`config.mk`:
```
export PLATFORM = sky130hd
export DESIGN_NAME = mc_control_fsm_flat
export DESIGN_NICKNAME = d
export VERILOG_FILES = /design/src/rtl/mc_ctrl_pkg.sv /design/src/rtl/mc_control_fsm_if.sv /design/src/rtl/mc_wait_timer.sv /design/src/rtl/mc_control_fsm.sv /design/src/flat_wrapper.sv
export SDC_FILE = /design/constraint.sdc
export NUM_CORES = 1
export LEC_CHECK = 0
export BUFFER_PORTS_ARGS = -buffer_cell sky130_fd_sc_hd__buf_2
export CAP_MARGIN = 20
export CORE_MARGIN = 1
export CORE_UTILIZATION = 40
export DETAILED_ROUTE_END_ITERATION = 8
export PLACE_DENSITY = 0.74
export SKIP_CTS_REPAIR_TIMING = 1
export SLEW_MARGIN = 30
export SYNTH_ARGS = -nofsm -noshare
export SYNTH_HDL_FRONTEND = slang
export SYNTH_SLANG_ARGS = --single-unit
```
`constraint.sdc`:
```
create_clock -name clk -period 2.32 [get_ports clk]
set_input_delay 0.232 -clock clk [delete_from_list [all_inputs] [get_ports clk]]
set_output_delay 0.232 -clock clk [all_outputs]
set_load 0.05 [all_outputs]
```
`src/rtl/mc_ctrl_pkg.sv`:
```
// Shared encodings for the multicycle control FSM: opcodes, state codes and
// the datapath mux/ALU select codes it drives.
package mc_ctrl_pkg;

   localparam logic [5:0] OP_RTYPE = 6'b000000;
   localparam logic [5:0] OP_LW    = 6'b100011;
   localparam logic [5:0] OP_SW    = 6'b101011;
   localparam logic [5:0] OP_BEQ   = 6'b000100;
   localparam logic [5:0] OP_BNE   = 6'b000101;
   localparam logic [5:0] OP_ADDI  = 6'b001000;
   localparam logic [5:0] OP_J     = 6'b000010;
   localparam logic [5:0] OP_JAL   = 6'b000011;

   typedef enum logic [3:0] {
      FETCH    = 4'd0,
      DECODE   = 4'd1,
      MEM_ADDR = 4'd2,
      MEM_RD   = 4'd3,
      MEM_WB   = 4'd4,
      MEM_WR   = 4'd5,
      R_EXEC   = 4'd6,
      R_WB     = 4'd7,
      I_EXEC   = 4'd8,
      I_WB     = 4'd9,
      BRANCH   = 4'd10,
      JUMP     = 4'd11,
      JAL      = 4'd12,
      TRAP     = 4'd13
   } state_t;

   localparam logic [1:0] ALU_ADD   = 2'b00;
   localparam logic [1:0] ALU_SUB   = 2'b01;
   localparam logic [1:0] ALU_FUNCT = 2'b10;

   localparam logic [1:0] SRCB_B       = 2'b00;
   localparam logic [1:0] SRCB_FOUR    = 2'b01;
   localparam logic [1:0] SRCB_IMM     = 2'b10;
   localparam logic [1:0] SRCB_IMM_SH2 = 2'b11;

   localparam logic [1:0] PCSRC_ALU    = 2'b00;
   localparam logic [1:0] PCSRC_ALUOUT = 2'b01;
   localparam logic [1:0] PCSRC_JUMP   = 2'b10;
   localparam logic [1:0] PCSRC_EXC    = 2'b11;

   localparam logic [1:0] REGDST_RT = 2'b00;
   localparam logic [1:0] REGDST_RD = 2'b01;
   localparam logic [1:0] REGDST_RA = 2'b10;

   localparam logic [1:0] M2R_ALUOUT = 2'b00;
   localparam logic [1:0] M2R_MDR    = 2'b01;
   localparam logic [1:0] M2R_PC     = 2'b10;

endpackage

```
`src/rtl/mc_control_fsm_if.sv`:
```
// Control bus between the multicycle FSM (master) and the datapath (slave):
// IR opcode, ALU zero and memory ready in; mux selects and enables out.
interface mc_control_fsm_if #(
   parameter int OPCODE_W = 6
);
   logic [OPCODE_W-1:0] opcode;
   logic                zero;
   logic                mem_ready;
   logic                pc_write;
   logic                iord;
   logic                mem_read;
   logic                mem_write;
   logic                ir_write;
   logic                alu_src_a;
   logic [1:0]          alu_src_b;
   logic [1:0]          alu_op;
   logic [1:0]          mem_to_reg;
   logic                reg_write;
   logic [1:0]          reg_dst;
   logic [1:0]          pc_source;
   logic                illegal_op;
   logic                bus_err;
   logic [3:0]          state_o;

   modport master (
      input  opcode, zero, mem_ready,
      output pc_write, iord, mem_read, mem_write, ir_write, alu_src_a,
             alu_src_b, alu_op, mem_to_reg, reg_write, reg_dst, pc_source,
             illegal_op, bus_err, state_o
   );

   modport slave (
      output opcode, zero, mem_ready,
      input  pc_write, iord, mem_read, mem_write, ir_write, alu_src_a,
             alu_src_b, alu_op, mem_to_reg, reg_write, reg_dst, pc_source,
             illegal_op, bus_err, state_o
   );
endinterface

```
`src/rtl/mc_wait_timer.sv`:
```
// Counts cycles spent waiting on mem_ready in a memory state and flags a
// timeout once WAIT_MAX waiting cycles have elapsed.
module mc_wait_timer #(
   parameter int WAIT_MAX   = 15,
   parameter int WAIT_CNT_W = 8
) (
   input  logic clk,
   input  logic rst,
   input  logic clr,
   input  logic busy,
   input  logic ready,
   output logic timeout
);

   logic [WAIT_CNT_W-1:0] count;

   // The count is zero on the first cycle of a waiting state because the FSM clears it on every state change.
   always_ff @(posedge clk) begin
      if (rst || clr)
         count <= '0;
      else if (busy && !ready && !timeout)
         count <= count + WAIT_CNT_W'(1);
   end

   assign timeout = busy && (count == WAIT_CNT_W'(WAIT_MAX));

endmodule

```
`src/rtl/mc_control_fsm.sv`:
```
// Multicycle MIPS-style control FSM: fetch/decode/execute/memory/writeback
// sequencing with memory-ready timeout and illegal-opcode trapping.
module mc_control_fsm
   import mc_ctrl_pkg::*;
#(
   parameter int OPCODE_W   = 6,
   parameter int WAIT_MAX   = 15,
   parameter int WAIT_CNT_W = 8
) (
   input  logic              clk,
   input  logic              rst,
   mc_control_fsm_if.master  bus
);

   state_t     state, state_next;
   logic       cause_illegal, cause_next;
   logic       wait_busy, wait_clr, timeout;
   logic [5:0] op;
   logic       op_high_nz;

   logic       pc_write, iord, mem_read, mem_write, ir_write, alu_src_a;
   logic       reg_write, illegal_op, bus_err;
   logic [1:0] alu_src_b, alu_op, mem_to_reg, reg_dst, pc_source;

   assign op         = bus.opcode[5:0];
   assign op_high_nz = |(bus.opcode >> 6);

   assign wait_busy = (state == FETCH) || (state == MEM_RD) || (state == MEM_WR);
   assign wait_clr  = (state_next != state);

   mc_wait_timer #(
      .WAIT_MAX   (WAIT_MAX),
      .WAIT_CNT_W (WAIT_CNT_W)
   ) u_wait_timer (
      .clk     (clk),
      .rst     (rst),
      .clr     (wait_clr),
      .busy    (wait_busy),
      .ready   (bus.mem_ready),
      .timeout (timeout)
   );

   always_ff @(posedge clk) begin
      if (rst) begin
         state         <= FETCH;
         cause_illegal <= 1'b0;
      end else begin
         state         <= state_next;
         cause_illegal <= cause_next;
      end
   end

   // mem_ready always beats a coinciding timeout in the waiting states.
   always_comb begin
      state_next = state;
      cause_next = cause_illegal;
      pc_write   = 1'b0;
      iord       = 1'b0;
      mem_read   = 1'b0;
      mem_write  = 1'b0;
      ir_write   = 1'b0;
      alu_src_a  = 1'b0;
      alu_src_b  = SRCB_B;
      alu_op     = ALU_ADD;
      mem_to_reg = M2R_ALUOUT;
      reg_write  = 1'b0;
      reg_dst    = REGDST_RT;
      pc_source  = PCSRC_ALU;
      illegal_op = 1'b0;
      bus_err    = 1'b0;

      case (state)
         FETCH: begin
            mem_read  = 1'b1;
            alu_src_b = SRCB_FOUR;
            if (bus.mem_ready) begin
               ir_write   = 1'b1;
               pc_write   = 1'b1;
               state_next = DECODE;
            end else if (timeout) begin
               state_next = TRAP;
               cause_next = 1'b0;
            end
         end
         DECODE: begin
            alu_src_b = SRCB_IMM_SH2;
            if (op_high_nz) begin
               state_next = TRAP;
               cause_next = 1'b1;
            end else begin
               case (op)
                  OP_RTYPE:      state_next = R_EXEC;
                  OP_LW, OP_SW:  state_next = MEM_ADDR;
                  OP_BEQ, OP_BNE: state_next = BRANCH;
                  OP_ADDI:       state_next = I_EXEC;
                  OP_J:          state_next = JUMP;
                  OP_JAL:        state_next = JAL;
                  default: begin
                     state_next = TRAP;
                     cause_next = 1'b1;
                  end
               endcase
            end
         end
         MEM_ADDR: begin
            alu_src_a  = 1'b1;
            alu_src_b  = SRCB_IMM;
            state_next = (op == OP_LW) ? MEM_RD : MEM_WR;
         end
         MEM_RD: begin
            iord     = 1'b1;
            mem_read = 1'b1;
            if (bus.mem_ready) begin
               state_next = MEM_WB;
            end else if (timeout) begin
               state_next = TRAP;
               cause_next = 1'b0;
            end
         end
         MEM_WB: begin
            reg_write  = 1'b1;
            mem_to_reg = M2R_MDR;
            reg_dst    = REGDST_RT;
            state_next = FETCH;
         end
         MEM_WR: begin
            iord      = 1'b1;
            mem_write = 1'b1;
            if (bus.mem_ready) begin
               state_next = FETCH;
            end else if (timeout) begin
               state_next = TRAP;
               cause_next = 1'b0;
            end
         end
         R_EXEC: begin
            alu_src_a  = 1'b1;
            alu_op     = ALU_FUNCT;
            state_next = R_WB;
         end
         R_WB: begin
            reg_write  = 1'b1;
            reg_dst    = REGDST_RD;
            state_next = FETCH;
         end
         I_EXEC: begin
            alu_src_a  = 1'b1;
            alu_src_b  = SRCB_IMM;
            alu_op     = ALU_ADD;
            state_next = I_WB;
         end
         I_WB: begin
            reg_write  = 1'b1;
            reg_dst    = REGDST_RT;
            state_next = FETCH;
         end
         BRANCH: begin
            alu_src_a  = 1'b1;
            alu_op     = ALU_SUB;
            pc_source  = PCSRC_ALUOUT;
            pc_write   = (op == OP_BNE) ? ~bus.zero : bus.zero;
            state_next = FETCH;
         end
         JUMP: begin
            pc_source  = PCSRC_JUMP;
            pc_write   = 1'b1;
            state_next = FETCH;
         end
         JAL: begin
            pc_source  = PCSRC_JUMP;
            pc_write   = 1'b1;
            reg_write  = 1'b1;
            reg_dst    = REGDST_RA;
            mem_to_reg = M2R_PC;
            state_next = FETCH;
         end
         TRAP: begin
            pc_source  = PCSRC_EXC;
            pc_write   = 1'b1;
            illegal_op = cause_illegal;
            bus_err    = ~cause_illegal;
            state_next = FETCH;
         end
         default: state_next = FETCH;
      endcase

      if (rst) begin
         pc_write   = 1'b0;
         iord       = 1'b0;
         mem_read   = 1'b0;
         mem_write  = 1'b0;
         ir_write   = 1'b0;
         alu_src_a  = 1'b0;
         alu_src_b  = 2'b00;
         alu_op     = 2'b00;
         mem_to_reg = 2'b00;
         reg_write  = 1'b0;
         reg_dst    = 2'b00;
         pc_source  = 2'b00;
         illegal_op = 1'b0;
         bus_err    = 1'b0;
      end
   end

   assign bus.pc_write   = pc_write;
   assign bus.iord       = iord;
   assign bus.mem_read   = mem_read;
   assign bus.mem_write  = mem_write;
   assign bus.ir_write   = ir_write;
   assign bus.alu_src_a  = alu_src_a;
   assign bus.alu_src_b  = alu_src_b;
   assign bus.alu_op     = alu_op;
   assign bus.mem_to_reg = mem_to_reg;
   assign bus.reg_write  = reg_write;
   assign bus.reg_dst    = reg_dst;
   assign bus.pc_source  = pc_source;
   assign bus.illegal_op = illegal_op;
   assign bus.bus_err    = bus_err;
   assign bus.state_o    = rst ? 4'd0 : state;

endmodule

```
`src/flat_wrapper.sv`:
```
// flat-port wrapper written by rule: the top's interface ports become plain ports
module mc_control_fsm_flat import mc_ctrl_pkg::*;
#(
   parameter int OPCODE_W   = 6,
   parameter int WAIT_MAX   = 15,
   parameter int WAIT_CNT_W = 8
)
  (clk, rst, bus_opcode, bus_zero, bus_mem_ready, bus_pc_write, bus_iord, bus_mem_read, bus_mem_write, bus_ir_write, bus_alu_src_a, bus_alu_src_b, bus_alu_op, bus_mem_to_reg, bus_reg_write, bus_reg_dst, bus_pc_source, bus_illegal_op, bus_bus_err, bus_state_o);
  mc_control_fsm_if #(.OPCODE_W(OPCODE_W)) bus_i ();
  input  logic clk;
  input  logic rst;
  input wire logic [$bits(bus_i.opcode)-1:0] bus_opcode;
  input wire logic [$bits(bus_i.zero)-1:0] bus_zero;
  input wire logic [$bits(bus_i.mem_ready)-1:0] bus_mem_ready;
  output wire logic [$bits(bus_i.pc_write)-1:0] bus_pc_write;
  output wire logic [$bits(bus_i.iord)-1:0] bus_iord;
  output wire logic [$bits(bus_i.mem_read)-1:0] bus_mem_read;
  output wire logic [$bits(bus_i.mem_write)-1:0] bus_mem_write;
  output wire logic [$bits(bus_i.ir_write)-1:0] bus_ir_write;
  output wire logic [$bits(bus_i.alu_src_a)-1:0] bus_alu_src_a;
  output wire logic [$bits(bus_i.alu_src_b)-1:0] bus_alu_src_b;
  output wire logic [$bits(bus_i.alu_op)-1:0] bus_alu_op;
  output wire logic [$bits(bus_i.mem_to_reg)-1:0] bus_mem_to_reg;
  output wire logic [$bits(bus_i.reg_write)-1:0] bus_reg_write;
  output wire logic [$bits(bus_i.reg_dst)-1:0] bus_reg_dst;
  output wire logic [$bits(bus_i.pc_source)-1:0] bus_pc_source;
  output wire logic [$bits(bus_i.illegal_op)-1:0] bus_illegal_op;
  output wire logic [$bits(bus_i.bus_err)-1:0] bus_bus_err;
  output wire logic [$bits(bus_i.state_o)-1:0] bus_state_o;
  assign bus_i.opcode = bus_opcode;
  assign bus_i.zero = bus_zero;
  assign bus_i.mem_ready = bus_mem_ready;
  assign bus_pc_write = bus_i.pc_write;
  assign bus_iord = bus_i.iord;
  assign bus_mem_read = bus_i.mem_read;
  assign bus_mem_write = bus_i.mem_write;
  assign bus_ir_write = bus_i.ir_write;
  assign bus_alu_src_a = bus_i.alu_src_a;
  assign bus_alu_src_b = bus_i.alu_src_b;
  assign bus_alu_op = bus_i.alu_op;
  assign bus_mem_to_reg = bus_i.mem_to_reg;
  assign bus_reg_write = bus_i.reg_write;
  assign bus_reg_dst = bus_i.reg_dst;
  assign bus_pc_source = bus_i.pc_source;
  assign bus_illegal_op = bus_i.illegal_op;
  assign bus_bus_err = bus_i.bus_err;
  assign bus_state_o = bus_i.state_o;
  mc_control_fsm #(.OPCODE_W(OPCODE_W), .WAIT_MAX(WAIT_MAX), .WAIT_CNT_W(WAIT_CNT_W)) u_core (.clk(clk), .rst(rst), .bus(bus_i));
endmodule
```
==> results of run 1 <==
## metal layers
layer | GRT usage [%] | wire length, um | up-vias
met5 | 0 | 0 | -
met4 | 6.46 | 58 | 0
met3 | 2.23 | 149 | 8
met2 | 30.7 | 1380 | 40
met1 | 27.2 | 1500 | 622
li1 | - | - | 721
## flip-flops by register name (all words and copies together), names as in the netlist
name                       count
u_core.u_wait_timer.count      8
u_core.state                   4
u_core.cause_illegal           1
## worst reg2reg max path, delay by kind of cell (launching register included)
family | cells | cell delay [ps]
and+or+nand+nor | 2 | 430
AOI/OAI and AO/OA | 4 | 860
DFF | 1 | 650
## layout make-up
class,count,area share [%]
clock buffer,4,1.69
inverter,8,1.94
multi-input combinational,141,61.8
sequential,13,16.8
tap,44,3.55
timing repair buffer,40,14.2
## metrics by stage
| stage | TNS [ps] | total power, uW | area (um^2) |
|---|---|---|---|
| 2_1_floorplan | -1000 | 749 | 1320 |
| 3_3_place_gp | 0 | 889 | 1520 |
| 3_5_place_dp | 0 | 893 | 1520 |
| 4_1_cts | 0 | 1030 | 1550 |
| 5_1_grt | 0 | 1100 | 1550 |
| 6_report | 0 | 1030 | 1550 |
## power by group through the flow
stage | Sequential, uW | Clock [uW] | Combinational [uW]
after floorplan | 262 | 0 | 487
after global placement | 283 | 0 | 606
after detailed placement | 283 | 0 | 610
after CTS | 278 | 144 | 612
after global routing | 283 | 149 | 664
final | 278 | 142 | 611
## how the worst max path moves through the flow
stage | cells past startpoint | to | slack (ps) | from
floorplan | 4 | bus_alu_src_b[0] | -390 | u_core.state[1]
global placement | 6 | u_core.u_wait_timer.count[2] | 270 | u_core.state[1]
detailed placement | 6 | u_core.u_wait_timer.count[4] | 270 | u_core.state[1]
CTS | 6 | bus_reg_write | 190 | u_core.state[2]
global route | 6 | bus_reg_write | 20 | u_core.state[2]
finish | 6 | bus_reg_write | 190 | u_core.state[2]
## placed cells by master, fill, tap and decap left out, types with 2 or more instances in the layout
cell,instances
nor3_2,5
nor2b_1,4
nand2_1,12
clkbuf_4,3
dfxtp_1,13
o21ai_1,4
nand4_1,3
o21ai_0,5
nor3b_1,2
nand3_1,3
nor4b_2,2
a21oi_1,11
inv_2,2
nor4_1,7
xnor2_1,3
buf_2,32
xor2_1,8
o211ai_1,2
nor3_1,11
buf_4,8
a211o_1,4
a311oi_1,2
nor2_1,13
and3_1,4
inv_1,6
a31oi_1,2
nand2b_1,7
## cell families after synthesis
| group | share of synthesized area, % |
|---|---|
| AOI/OAI and AO/OA | 26.8 |
| xor gates and xnor gates | 7.62 |
| adders and majority gates | 0.989 |
| buffers and inverters | 7.91 |
| DFF | 20.6 |
| muxes | 0.791 |
| and+or+nand+nor | 35.3 |
==> results.yml, run 1 <==
setup_path:
  r2r-end: "u_core.u_wait_timer.count[4]"
  crit_required_ps: 2090
  crit_slowest_cell: "dfxtp_1"
  critPathMaxStageDelay_ps: 490
  end_kind: "primary output"
  worstPathCellList: "buf_4 > inv_2 > nor2_1 > a21oi_1 > a211oi_2 > buf_2"
  crit_path_start_kind: "flip-flop"
  cp_max_fo: 14
  critPathKind: "reg2out"
  ff2ff_path_depth: 6
  r2r_start: "u_core.state[1]"
  rrSetupSlack_ps: 250
  crit_arrival_ps: 1900
  path_buf_inv: 3
  crit_family: "buffers and inverters"
placement:
  dpl.hpwl_um: 2330
  place_congestion: 0.843
  dp.cells: 246
  portBuffers: 32
  post-place-ws_ps: 271
yosys:
  synth_edf_count: 0
  synth-async-reset-ratio_pct: 0
  yosys_most_used_dff: "dfxtp_1"
  synthCells: 176
  synth_area_um2: 1260
  synth_area_leaders: "dfxtp_1 (21%), nor3_1 (6.3%), xor2_1 (5.5%), a21oi_1 (4.4%), nor4_1 (4.0%)"
  synth_area_per_cell_um2: 7.19
  synth.largest_area_cell: "dfxtp_1"
  synth_common_cells: "nor3_1 (16), dfxtp_1 (13), nor2_1 (13)"
  ys_warn_count: 0
  ys_ff_latch: 13
  synth_most_common_cell: "nor3_1"
  ys_seq_area_share_pct: 20.6
  synth_fp_nets: 187
  synth_cell_types: 51
  yosysTopAreaCellShare_pct: 20.6
floorplan:
  fp.dieW_um: 58.2
  fp.dieH_um: 58.2
  num_rows: 20
  start_util_pct: 41.8
  core_area_um2: 3030
  io_pins: 33
  dieArea_um2: 3390
hold_path:
  hold_path_startpoint: "rst"
  min_to: "u_core.state[1]"
  whs_path_depth: 2
  hp-class: "in2reg"
final_layout:
  drive_above_1_share_pct: 29.1
  final_nets: 218
  fin_util_pct: 51.2
  syn_to_final_growth_pct: 22.6
  multiInputGateArea_um2: 958
  fill_cells: 312
  diodes: 0
  stdcell_count: 250
  regArea_um2: 260
clock_network:
  cts_inserted_buffers: 3
  clockRootBuffer: "clkbuf_4"
  cts_htree_levels: 1
  clockBufferDepth: 2
  clock_latency_ps: 280
  cts_tree: "yes"
  cts.reportedPaths.clkPinSlew_ps: 80
  cts.sinks: 13
run_status:
  status: "finished, final reports clean"
power_and_ir_drop:
  switching_power_uw: 514
  p_int_uw: 517
  p_seq_share_pct: 27.0
  swShare_pct: 49.8
  power_frac_comb_pct: 59.3
  clkPwrFrac_pct: 13.7
  ir_worst_vdd_mv: 0.373
  p_leak_uw: 0.000644
  p_per_area_nw_per_um2: 665
global_routing:
  grt_pass1_wl_um: 5260
  antenna_found_initial: 0
  grtUsageTotal_pct: 19.4
  grt_overflow: 0
  grt_max_degree: 18
  grt_pass1_vias: 1209
sta:
  final_max_slew_viol_count: 0
  max_slew_margin_pct: 55.8
  grt_setup_unrepaired: "false"
  period_share_pct: 91.8
  min_period_ps: 2130
  setup_viol: 0
  fin_hold_ws_ps: 296
  tightest_slew_ps: 653
  fmax_mhz: 470
  finalHoldViolCount: 0
  setup_slack_ps: 190
  fin_skew_ps: 8.70
routing:
  wire_per_inst_um: 12.3
  totalWireLength_um: 3090
  viasPerCell: 5.56
  vias: 1391
  drt_iter0_drc: 80
  dr.pass1.iters: 4
  drcViolationCount: 0
  ant_nets: 0
job:
  maxCapViolations: 0
Note: power is estimated with default switching activity, not from simulation.
==> run 2: changes to the inputs <==
MAX_ROUTING_LAYER = met4   (was unset)
PLACE_DENSITY = 0.67   (was 0.74)
==> results.yml, run 2 (synthesis results as in run 1) <==
sta:
  setup_tns_ps: 0
  period_share_pct: 93.1
  fin_skew_ps: 8.18
  tightest_slew_ps: 568
  setup_slack_ps: 159
  fmax_mhz: 463
  grt_setup_unrepaired: "false"
  max_slew_margin_pct: 61.1
  min_period_ps: 2160
  finalHoldViolCount: 0
  setup_viol: 0
  final_max_slew_viol_count: 0
final_layout:
  fin_util_pct: 51.7
  final_nets: 220
  regMostFlops: "u_core.u_wait_timer.count"
  reg_top3: "u_core.u_wait_timer.count (8), u_core.state (4), u_core.cause_illegal (1)"
  final_cell_mix: "buf_2 (32), nor2_1 (13), dfxtp_1 (13)"
  fill_cells: 293
  final_common_cell: "buf_2"
  diodes: 0
  drive_above_1_share_pct: 29.8
  largest_reg_flops: 8
  syn_to_final_growth_pct: 23.7
routing:
  vias: 1451
  totalWireLength_um: 3460
  drcViolationCount: 0
  wire_per_inst_um: 13.7
  viasPerCell: 5.76
  dr.pass1.iters: 4
  ant_nets: 0
  drt_iter0_drc: 98
hold_path:
  hp-class: "in2reg"
setup_path:
  cp-startpoint: "u_core.state[0]"
  cp_common_cell: "nor3_1"
  r2r_start: "u_core.state[0]"
  crit_slowest_cell: "nor3_1"
  path_buf_inv: 1
  critPathKind: "reg2reg"
  cp_max_fo: 11
  rrSetupSlack_ps: 160
  crit_path_start_kind: "flip-flop"
  end_kind: "flip-flop"
  r2r-end: "u_core.u_wait_timer.count[4]"
  cp.depth: 7
  crit_arrival_ps: 2370
  ff2ff_path_depth: 7
  crit_family: "simple AND/OR/NAND/NOR gates"
  crit_required_ps: 2530
  critPathMaxStageDelay_ps: 430
  worstPathCellList: "buf_4 > nor3_1 > a22o_1 > and2_1 > nand2_1 > xor2_1 > nor3_1"
  endpoint: "u_core.u_wait_timer.count[4]"
global_routing:
  grt_overflow: 0
  grt_pass1_wl_um: 5550
  grtUsageTotal_pct: 21.1
  antenna_found_initial: 0
  grt_pass1_vias: 1216
  grt_max_degree: 21
run_status:
  status: "finished, final reports clean"
power_and_ir_drop:
  power_frac_comb_pct: 60.6
  swShare_pct: 50.6
  ir_worst_vdd_mv: 0.294
  p_leak_uw: 0.000656
  clkPwrFrac_pct: 14.2
  switching_power_uw: 524
  finalPower_uw: 1040
  p_seq_share_pct: 25.2
  p_int_uw: 512
  p_per_area_nw_per_um2: 662
floorplan:
  core_area_um2: 3030
  dieArea_um2: 3390
  num_rows: 20
  io_pins: 33
  fp.dieH_um: 58.2
  fp.dieW_um: 58.2
  start_util_pct: 41.8
placement:
  portBuffers: 32
  dpl.hpwl_um: 2660
  place_congestion: 0.893
  post-place-ws_ps: 252
clock_network:
  cts_inserted_buffers: 3
  cts_htree_levels: 1
  cts_tree: "yes"
  clock_latency_ps: 290
  cts.reportedPaths.clkPinSlew_ps: 90
  clockRootBuffer: "clkbuf_4"
  cts.sinks: 13
  clockBufferDepth: 2
job:
  maxCapViolations: 0
[run 2: per-layer routing]
layer,wire length (um),global-route usage (%)
met1,1580,28.5
met2,1630,33.8
met3,196,1.79
met4,51,5.78
met5,0,-
[run 2: layout make-up]
type	count	area [um^2]	area share, %
repair buffers	42	235	15.0
inverters	8	30.0	1.92
flip-flops and latches	13	260	16.6
well taps	44	55.1	3.52
multi-input cells	141	958	61.2
clock buffers	4	26.3	1.68
[run 2: power groups by stage]
stage	logic, uW	registers [uW]	clock network [uW]
finish	627	261	147
floorplan	487	262	0
detailed placement	623	266	0
global route	678	263	155
CTS	625	261	145
global placement	620	266	0
[run 2: worst min-delay path by stage]
| stage | from | end | slack (ps) | cells after the start |
|---|---|---|---|---|
| finish | rst | u_core.state[1] | 320 | 2 |
| floorplan | bus_mem_ready | u_core.state[0] | 510 | 4 |
| CTS | rst | u_core.state[1] | 310 | 2 |
| global route | rst | u_core.state[0] | 320 | 2 |
| detailed placement | u_core.u_wait_timer.count[1] | u_core.u_wait_timer.count[1] | 540 | 2 |
| global placement | u_core.u_wait_timer.count[1] | u_core.u_wait_timer.count[1] | 520 | 2 |
[run 2: per-stage QoR]
stage               cell area, um^2  cells  hold WS (ps)
global placement               1540    248           521
floorplan                      1320    176           509
CTS                            1570    252           313
detailed placement             1540    248           545
finish                         1570    252           320
global route                   1570    252           320
==> run 3: changes to the inputs <==
CTS_BUF_LIST = sky130_fd_sc_hd__clkbuf_8   (was unset)
==> results.yml, run 3 (synthesis results as in run 1) <==
sta:
  setup_viol: 0
  finalHoldViolCount: 0
  final_max_slew_viol_count: 0
  fin_skew_ps: 7.14
  grt_setup_unrepaired: "false"
  period_share_pct: 93.2
  fmax_mhz: 462
  setup_tns_ps: 0
  min_period_ps: 2160
  max_slew_margin_pct: 61.1
  tightest_slew_ps: 568
power_and_ir_drop:
  swShare_pct: 48.4
  switching_power_uw: 528
  power_frac_comb_pct: 57.6
  ir_worst_vdd_mv: 0.328
  p_per_area_nw_per_um2: 688
  p_int_uw: 562
  p_seq_share_pct: 24.1
  p_leak_uw: 0.000668
  clkPwrFrac_pct: 18.3
  finalPower_uw: 1090
global_routing:
  grt_pass1_wl_um: 5550
  grt_max_degree: 21
  grt_overflow: 0
  antenna_found_initial: 0
  grt_pass1_vias: 1214
  grtUsageTotal_pct: 21.2
final_layout:
  regMostFlops: "u_core.u_wait_timer.count"
  fill_cells: 288
  final_cell_mix: "buf_2 (32), nor2_1 (13), dfxtp_1 (13)"
  reg_top3: "u_core.u_wait_timer.count (8), u_core.state (4), u_core.cause_illegal (1)"
  fin_util_pct: 52.3
  final_nets: 220
  final_area_um2: 1580
  diodes: 0
  final_common_cell: "buf_2"
  largest_reg_flops: 8
  drive_above_1_share_pct: 29.8
  syn_to_final_growth_pct: 25.2
placement:
  dpl.hpwl_um: 2660
  dpl_cell_area_um2: 1540
  portBuffers: 32
  place_congestion: 0.893
setup_path:
  critPathKind: "reg2reg"
  crit_arrival_ps: 2320
  cp-startpoint: "u_core.state[0]"
  critPathMaxStageDelay_ps: 430
  cp_common_cell: "nor3_1"
  end_kind: "flip-flop"
  r2r_start: "u_core.state[0]"
  crit_slowest_cell: "nor3_1"
  crit_path_start_kind: "flip-flop"
  crit_required_ps: 2480
  worstPathCellList: "buf_4 > nor3_1 > a22o_1 > and2_1 > nand2_1 > xor2_1 > nor3_1"
  cp_max_fo: 11
floorplan:
  num_rows: 20
  core_area_um2: 3030
  io_pins: 33
  dieArea_um2: 3390
  fp.dieW_um: 58.2
  start_util_pct: 41.8
  fp.dieH_um: 58.2
clock_network:
  cts_htree_levels: 1
  clockRootBuffer: "clkbuf_8"
  clock_latency_ps: 250
  cts_tree: "yes"
  clockBufferDepth: 2
  cts_inserted_buffers: 3
  cts.reportedPaths.clkPinSlew_ps: 60
  cts.sinks: 13
routing:
  drt_iter0_drc: 106
  viasPerCell: 5.75
  totalWireLength_um: 3430
  ant_nets: 0
  vias: 1448
  dr.pass1.iters: 4
  drcViolationCount: 0
  wire_per_inst_um: 13.6
hold_path:
  hp-class: "in2reg"
  hold_path_startpoint: "rst"
job:
  maxCapViolations: 0
run_status:
  status: "finished, final reports clean"
[run 3: cell count changes in the layout (fill, tap and decap cells not counted), sizes merged]
cell,before,now
inv,8,9
clkbuf,4,3
[run 3: power by group through the flow]
stage	logic, uW	registers [uW]	clock network [uW]
after detailed placement	623	266	0
after floorplan	487	262	0
after global placement	620	266	0
after CTS	625	261	203
final	628	262	200
after global routing	678	263	215
[run 3: final cells by class]
class	count	area (um^2)	area share, %
clock buffers	3	41.3	2.61
repair buffers	42	235	14.8
inverters	8	30.0	1.90
well taps	44	55.1	3.48
multi-input cells	141	958	60.5
flip-flops and latches	13	260	16.4
clock inverters	1	3.75	0.237
[run 3: final timing paths]
path,to,slack (ps),cells past startpoint
worst min register to register,u_core.u_wait_timer.count[1],560,2
worst max-delay path,u_core.u_wait_timer.count[2],160,7
worst min-delay path,u_core.state[1],360,2
worst max register to register,u_core.u_wait_timer.count[2],160,7
[run 3: layer usage]
metal / global-route usage (%) / vias to the layer above / wire length [um]
li1: - / 718 / -
met1: 28.5 / 677 / 1600
met2: 33.7 / 46 / 1630
met3: 1.79 / 7 / 141
met4: 6.80 / 0 / 53
met5: - / - / 0
[run 3: stage by stage]
stage	cells	hold WS [ps]	setup slack (ps)
final	252	358	157
after global routing	252	360	12.2
after CTS	252	350	214
after detailed placement	248	545	252
after global placement	248	521	275
after floorplan	176	509	-386
[run 3: critical path: cells and delay by family, from the launching register on]
kind	cells	cell delay (ps)
xor+xnor	1	150
flops	1	350
buf+inv	1	190
simple gates	4	1010
compound gates	1	360
